===== src/rtl/fmuls_pkg.sv =====
// Shared types and constants for the FMULS writeback sequencer.
package fmuls_pkg;

  typedef enum logic [1:0] {
    IDLE  = 2'd0,
    WR_LO = 2'd1,
    WR_HI = 2'd2
  } state_e;

  localparam int SREG_C_BIT = 0;
  localparam int SREG_Z_BIT = 1;
  localparam int R0_IDX     = 0;
  localparam int R1_IDX     = 1;

endpackage


===== src/rtl/fmuls_sat.sv =====
// Combinational saturation and zero detect on the 16-bit FMULS result.
// Saturation of -1.0 x -1.0 is only active when FMULS_WB_SAT_EN is defined.
module fmuls_sat (
  input  logic [15:0] val_i,
  input  logic        prod_msb_i,
  output logic [15:0] val_o,
  output logic        sat_o,
  output logic        zero_o
);

`ifdef FMULS_WB_SAT_EN
  // 0x8000 with a clear product MSB can only come from -1.0 x -1.0.
  assign sat_o = (val_i == 16'h8000) && !prod_msb_i;
`else
  logic unused_prod_msb;
  assign unused_prod_msb = prod_msb_i;
  assign sat_o           = 1'b0;
`endif

  assign val_o  = sat_o ? 16'h7FFF : val_i;
  assign zero_o = (val_o == 16'h0000);

endmodule


===== src/rtl/fmuls_wb_seq.sv =====
// FMULS writeback sequencer: captures R1:R0, writes R0 then R1, updates SREG C/Z.
// Optional saturation of the single overflow case via FMULS_WB_SAT_EN.
// Handshake: a result is accepted on a rising edge where i_valid && o_ready;
// upstream holds data until then, and i_valid while o_ready=0 is ignored.
module fmuls_wb_seq
  import fmuls_pkg::*;
#(
  parameter int ADDR_W  = 5,
  parameter int LO_ADDR = R0_IDX,
  parameter int HI_ADDR = R1_IDX
) (
  input  logic              i_clk,
  input  logic              i_rst,
  input  logic              i_valid,
  output logic              o_ready,
  input  logic [7:0]        i_r1,
  input  logic [7:0]        i_r0,
  input  logic              i_prod_msb,
  output logic              o_rf_we,
  output logic [ADDR_W-1:0] o_rf_addr,
  output logic [7:0]        o_rf_data,
  output logic              o_sreg_we,
  output logic              o_flag_c,
  output logic              o_flag_z,
  output logic              o_sat,
  output logic              o_done,
  output logic [1:0]        o_dbg_state
);

  state_e              state_q;
  logic                ready_q;
  logic                we_q;
  logic [ADDR_W-1:0]   addr_q;
  logic [7:0]          data_q;
  logic                sreg_we_q;
  logic [1:0]          sreg_q;
  logic                sat_q;
  logic                done_q;
  logic [7:0]          hi_q;
  logic [1:0]          cap_flags_q;
  logic                cap_sat_q;

  logic [15:0]         val_d;
  logic                sat_d;
  logic                zero_d;
  logic                accept;

  assign accept = i_valid && ready_q;

  fmuls_sat u_sat (
    .val_i      ({i_r1, i_r0}),
    .prod_msb_i (i_prod_msb),
    .val_o      (val_d),
    .sat_o      (sat_d),
    .zero_o     (zero_d)
  );

  always_ff @(posedge i_clk) begin
    if (i_rst) begin
      state_q     <= IDLE;
      ready_q     <= 1'b1;
      we_q        <= 1'b0;
      addr_q      <= '0;
      data_q      <= '0;
      sreg_we_q   <= 1'b0;
      sreg_q      <= '0;
      sat_q       <= 1'b0;
      done_q      <= 1'b0;
      hi_q        <= '0;
      cap_flags_q <= '0;
      cap_sat_q   <= 1'b0;
    end else begin
      // Every output is a pulse for one state; default them all quiet.
      ready_q   <= 1'b1;
      we_q      <= 1'b0;
      addr_q    <= '0;
      data_q    <= '0;
      sreg_we_q <= 1'b0;
      sreg_q    <= '0;
      sat_q     <= 1'b0;
      done_q    <= 1'b0;
      case (state_q)
        WR_LO: begin
          state_q   <= WR_HI;
          we_q      <= 1'b1;
          addr_q    <= ADDR_W'(HI_ADDR);
          data_q    <= hi_q;
          sreg_we_q <= 1'b1;
          sreg_q    <= cap_flags_q;
          sat_q     <= cap_sat_q;
          done_q    <= 1'b1;
        end
        default: begin
          // IDLE and WR_HI both accept; WR_HI accepting gives back-to-back.
          if (accept) begin
            state_q                 <= WR_LO;
            ready_q                 <= 1'b0;
            we_q                    <= 1'b1;
            addr_q                  <= ADDR_W'(LO_ADDR);
            data_q                  <= val_d[7:0];
            hi_q                    <= val_d[15:8];
            cap_flags_q[SREG_C_BIT] <= i_prod_msb;
            cap_flags_q[SREG_Z_BIT] <= zero_d;
            cap_sat_q               <= sat_d;
          end else begin
            state_q <= IDLE;
          end
        end
      endcase
    end
  end

  assign o_ready     = ready_q;
  assign o_rf_we     = we_q;
  assign o_rf_addr   = addr_q;
  assign o_rf_data   = data_q;
  assign o_sreg_we   = sreg_we_q;
  assign o_flag_c    = sreg_q[SREG_C_BIT];
  assign o_flag_z    = sreg_q[SREG_Z_BIT];
  assign o_sat       = sat_q;
  assign o_done      = done_q;
  assign o_dbg_state = state_q;

endmodule

===== config.mk =====
export PLATFORM = sky130hd
export DESIGN_NAME = fmuls_wb_seq
export DESIGN_NICKNAME = d
export VERILOG_FILES = /design/src/rtl/fmuls_pkg.sv /design/src/rtl/fmuls_sat.sv /design/src/rtl/fmuls_wb_seq.sv
export SDC_FILE = /design/constraint.sdc
export NUM_CORES = 1
export LEC_CHECK = 0
export CORE_MARGIN = 2
export CORE_UTILIZATION = 40
export CTS_BUF_LIST = sky130_fd_sc_hd__clkbuf_16
export CTS_CLUSTER_SIZE = 10
export DETAILED_ROUTE_END_ITERATION = 7
export PLACE_DENSITY = 0.78
export SYNTH_ARGS = -nofsm -noshare
export SYNTH_HDL_FRONTEND = slang
export SYNTH_HIERARCHICAL = 1
export SYNTH_SLANG_ARGS = --single-unit

===== constraint.sdc =====
create_clock -name i_clk -period 1.3 [get_ports i_clk]
set_input_delay 0.26 -clock i_clk [delete_from_list [all_inputs] [get_ports i_clk]]
set_output_delay 0.26 -clock i_clk [all_outputs]
set_load 0.1 [all_outputs]

-- Yosys cells after proc, flatten, opt, wreduce, memory -nomap -nowiden
Index checks and enable logic that the tools add are counted.
- input port bits: 20
- register bits after elaboration: 30
- word-level logic and storage cells: 26
- reductions and logical operators: 5
- bitwise operators: 1
- equality and inequality tests: 1
- multiplexer cells: 9
- operator list (kind ; number):
    16-bit logical NOT ; 1
    8-bit two-way mux ; 2
    1-bit two-way mux ; 6
    2-bit OR reduction ; 2
    2-bit by 1-bit == test with 1-bit output, second input constant ; 1
    2-bit two-way mux ; 1
    2-bit AND reduction ; 1
    1-bit logical AND ; 1
    1-bit inverter ; 1

-- Longest topological paths before layout
- depth after elaboration: 3
- mapped depth: 4
- gate-level depth less buffers: 4

-- Modules after synthesis
The synthesis kept the hierarchy.
- modules (own cells, without submodules) (module ; area each (um^2) ; cells each ; seq. area each (um^2) ; times used):
    fmuls_wb_seq ; 934.6 ; 92 ; 520.5 ; 1
    fmuls_sat ; 165.2 ; 23 ; 0.0 ; 1

-- Worst setup path before layout
No wires, ideal clock.
- kind: flip-flop to flip-flop
- start point: reg o_rf_addr[0] (netlist name)
- end point: reg cap_flags_q[0]
- setup slack: -0.526 ns
- period minus slack after synthesis: 1.826 ns
- stages on the path, launching flop included: 5
- path buffers: 1
- setup time: 0.070 ns
- required time: 1.230 ns
- arrival time: 1.756 ns
- path through: dfxtp_1 -> nand2b_2 -> buf_2 -> nand4_1 -> a21oi_1
- RTL lines (item ; line ; source):
    end signal, assigned by index ; fmuls_wb_seq.sv:102 ; cap_flags_q[SREG_C_BIT] <= i_prod_msb;
    end signal, assigned by index ; fmuls_wb_seq.sv:103 ; cap_flags_q[SREG_Z_BIT] <= zero_d;
    end, declared ; fmuls_wb_seq.sv:40 ; logic [1:0] cap_flags_q;

-- Worst setup path after layout
- start point: in i_r1[6]
- end point: reg cap_flags_q[1]
- cells in the longest elaborated chain, start to end: 1
- ends and longest elaborated chain (item ; line ; source):
    start, declared ; fmuls_wb_seq.sv:16 ; input logic [7:0] i_r1,
    16-bit logical NOT ; fmuls_sat.sv:21 ; assign zero_o = (val_o == 16'h0000);
    named net zero_d ; fmuls_wb_seq.sv:45 ; logic zero_d;
The timed path passes the listed nets, and every way through them passes these cells.
A chain may end at the register's enable or synchronous reset.

==> summary.md <==
| Metric | Value |
|---|---|
| Syn avg cell area | 9.564 um2 |
| CP Capture Point | cap_flags_q[1] |
| Boundary pin count | 42 |
| CTS clock-pin slew for the worst setup and hold paths | 0.06 ns |
| Post-synthesis cell type count | 18 |
| GRT met1 Usage | 18.81% |
| DP HPWL | between 1500 and 2000 um |
| Vias/cell | 5.306 |
| Gr ovfl total | 0 |
| Setup CP Type | in2reg |
| Post-CTS Setup Bufs | 0 |
| Leak | slightly above 0.7 nW |
| Gr busiest metal | met2 |
| Max cap viols | 0 |
| Critical-path top delay cell | clkdlybuf4s50_1 |
| Worst Path Buf+Inv | 1 |
| First-pass GRT wire length | just over 4000 um |
| Crit path launch type | primary input |
| GRT Util Overall | 17.09% |
| Vias in the first global route | 854 |
| Worst setup path startpoint | i_r1[6] |
| Die Footprint | 3185 um2 |
| Std cell rows | 19 |
| Antenna-violating nets left | 0 |
| Synth Flop Type | dfxtp_1 |
| Fin crit share | 96.42% |
| Worst-path fanout max | 2 |
| Crit-path max cell delay | 0.45 ns |
| Final Hold Fails | 0 |
| Syn Std Cell Area | 1100 um2 |
| Worst Reg-to-Reg Cells | 3 |
| Initial DRT Pass Iterations | 4 |
| Met2 usage | 28.07% |
| Antenna violations before repair | 0 |
| Post-synth EDFFs | 0 |
| Fillers | about 200 |
| Largest delay share family, worst path | simple AND/OR/NAND/NOR gates |
| Worst setup margin | 0.04651 ns |
| Hold buffers post-CTS | 0 |
| CTS Buf Count | 3 |
| Min Tclk post-route | 1.253 ns |
| Setup crit end kind | flop |
| Dpl cell area | about 1600 um2 |
| Top cells by count, synth | 26 x dfxtp_1, 25 x buf_4, 12 x a21oi_1 |
| Largest net degree at the start of global routing | 16 |
| Post-synthesis sequential area ratio | 47.33% |
| Area contributors post-synth | dfxtp_1 47%, buf_4 17%, a22o_1 6.4% |
| Area Overhead vs Synth | 56.43% |
| Max H-tree Level | 1 |
| Worst IR drop on VDD | 1.308 mV |
| Width of the chip | 56.44 um |
| TritonCTS clock tree | built |
| Register area | between 500 and 600 um2 |
| Critical path depth | 5 |
| Clk buf depth | 2 |
| Synth Instances | 115 |
| Worst path cell trace | clkdlybuf4s50_1 > nor4_2 > and4_1 > nand4_1 > a21oi_1 |
| Met3 usage | 4.608% |
| Hold Path Class | in2reg |
| Post-layout util | 64.04% |
| Multi-input logic area | approximately 390 um2 |
| Core area | 2686 um2 |
| DR vias | about 900 |
| Die height | about 56 um |
| RSZ-0062 raised after global routing | false |
| CP required | ~1.5 ns |
| Share of the synthesized area in the top cell type | 47.33% |
| Residual DRC | 0 |
| Initial Util | a little over 40% |
| Routability cong. | roughly 0.84 |
| Setup TNS | 0 ns |
| Async SR Flop Fraction | 0% |
| Detailed Route Iter0 Violations | 18 |
| Reg-to-reg startpoint | o_rf_addr[0] |
| Place WS | -0.2379 ns |
| Final setup viols | 0 |
| ANT cells | 0 |
| CTS root buf | clkbuf_16 |
| Total chip power | approximately 2.2 mW |
| Port bufs | 37 |
| Reg2Reg Capture Point | sreg_q[0] |
| P per Cell Area | 1283 nW/um2 |
| #FFs+latches synth | 26 |
| Avg WL per Cell | 14.51 um |
| Status | completed |
| Cell with the most instances after synthesis | dfxtp_1 |
| Total Wirelength | about 2500 um |
| Design area | 1720 um2 |
| Clk Latency, worst-skew pair | 0.26 ns |
| Layout Nets | 160 |
| Clock Sinks | 26 |
| Fmax | 797.8 MHz |
| Area leader, netlist | dfxtp_1 |
| CP Data Arrival Time | ~1.5 ns |
| Fraction of layout cells with a size suffix above 1 | a little under a third |
| Worst Skew | 0.004328 ns |
| Reg2reg setup slack | 0.10 ns |
| YS warnings | 6 |
| Final Max Tran Viols | 0 |
## per-stage QoR
step | std cells | hold slack (ns)
final | 170 | 0.2871
after global routing | 170 | 0.3070
after CTS | 170 | 0.4640
after detailed placement | 166 | 0.4479
after global placement | 166 | 0.4433
after floorplan | 118 | 0.3291
## state kept, by name, summed over array words and instances (netlist names)
signal / count
cap_flags_q: 2
cap_sat_q: 1
hi_q: 8
o_dbg_state: 1
o_ready: 1
o_rf_addr: 1
o_rf_data: 8
o_rf_we: 1
o_sat: 1
sreg_q: 2
## worst register-to-register path: stages (launching register included)
cell and delay [ns]:
dfxtp_4 0.40, nand2b_2 0.21, nor2_2 0.35, and2_1 0.20
## cells by family after synthesis
group / Yosys count / synth area share [%]
compound gates: 31 / 16.84
buf+inv: 32 / 19.68
flops: 26 / 47.33
other cells: 2 / 0.6828
simple gates: 24 / 15.47
## layout by cell type, fill, tap and decap left out, drive strengths merged
cell type	synthesis	routed
buf	27	29
dfxtp	26	26
a21oi	12	12
nand4	11	11
o21ai	11	11
clkdlybuf4s50	0	11
a22o	8	8
dlymetal6s2s	0	8
conb	2	5
clkbuf	4	4
nor4	4	4
and2	3	3
nand2b	1	1
nor2b	1	1
nand2	1	1
nor3	1	1
inv	1	1
nor2	1	1
and4	1	1
## timing repair
| action | 4_1_cts | 5_1_grt |
|---|---|---|
| pin swaps | 0 | 5 |
| endpoints found under the hold margin | 0 | 0 |
| gates resized for setup | 3 | 8 |
| setup endpoints to repair | 1 | 1 |
## worst min-delay path by stage
stage	from	end	slack [ns]	cells past startpoint
after floorplan	i_rst	hi_q[3]	0.33	1
after global placement	cap_flags_q[0]	sreg_q[0]	0.44	1
after detailed placement	cap_flags_q[1]	sreg_q[1]	0.45	1
after CTS	cap_flags_q[1]	sreg_q[1]	0.46	1
after global routing	i_r0[0]	o_rf_data[0]	0.31	2
final	i_r0[0]	o_rf_data[0]	0.29	2
## cell type report
type | instances | share of cell area [%]
inverter | 1 | 0.2182
multi-input combinational | 60 | 22.84
clock buffer | 4 | 5.818
timing repair buffer | 48 | 37.96
tap | 31 | 2.255
sequential | 26 | 30.91
## power by group
| group | internal [mW] | leakage (nW) | switching [mW] |
|---|---|---|---|
| sequential | 0.835 | 0.214 | 0.0297 |
| clock | 0.535 | 0.0493 | 0.276 |
| combinational | 0.197 | 0.463 | 0.334 |
## layer usage
| metal | up-vias | wire length, um |
|---|---|---|
| li1 | 428 | - |
| met1 | 420 | 953 |
| met2 | 48 | 1285 |
| met3 | 6 | 163 |
| met4 | 0 | 64 |
| met5 | - | 0 |
(Power assumes the default switching activity.)
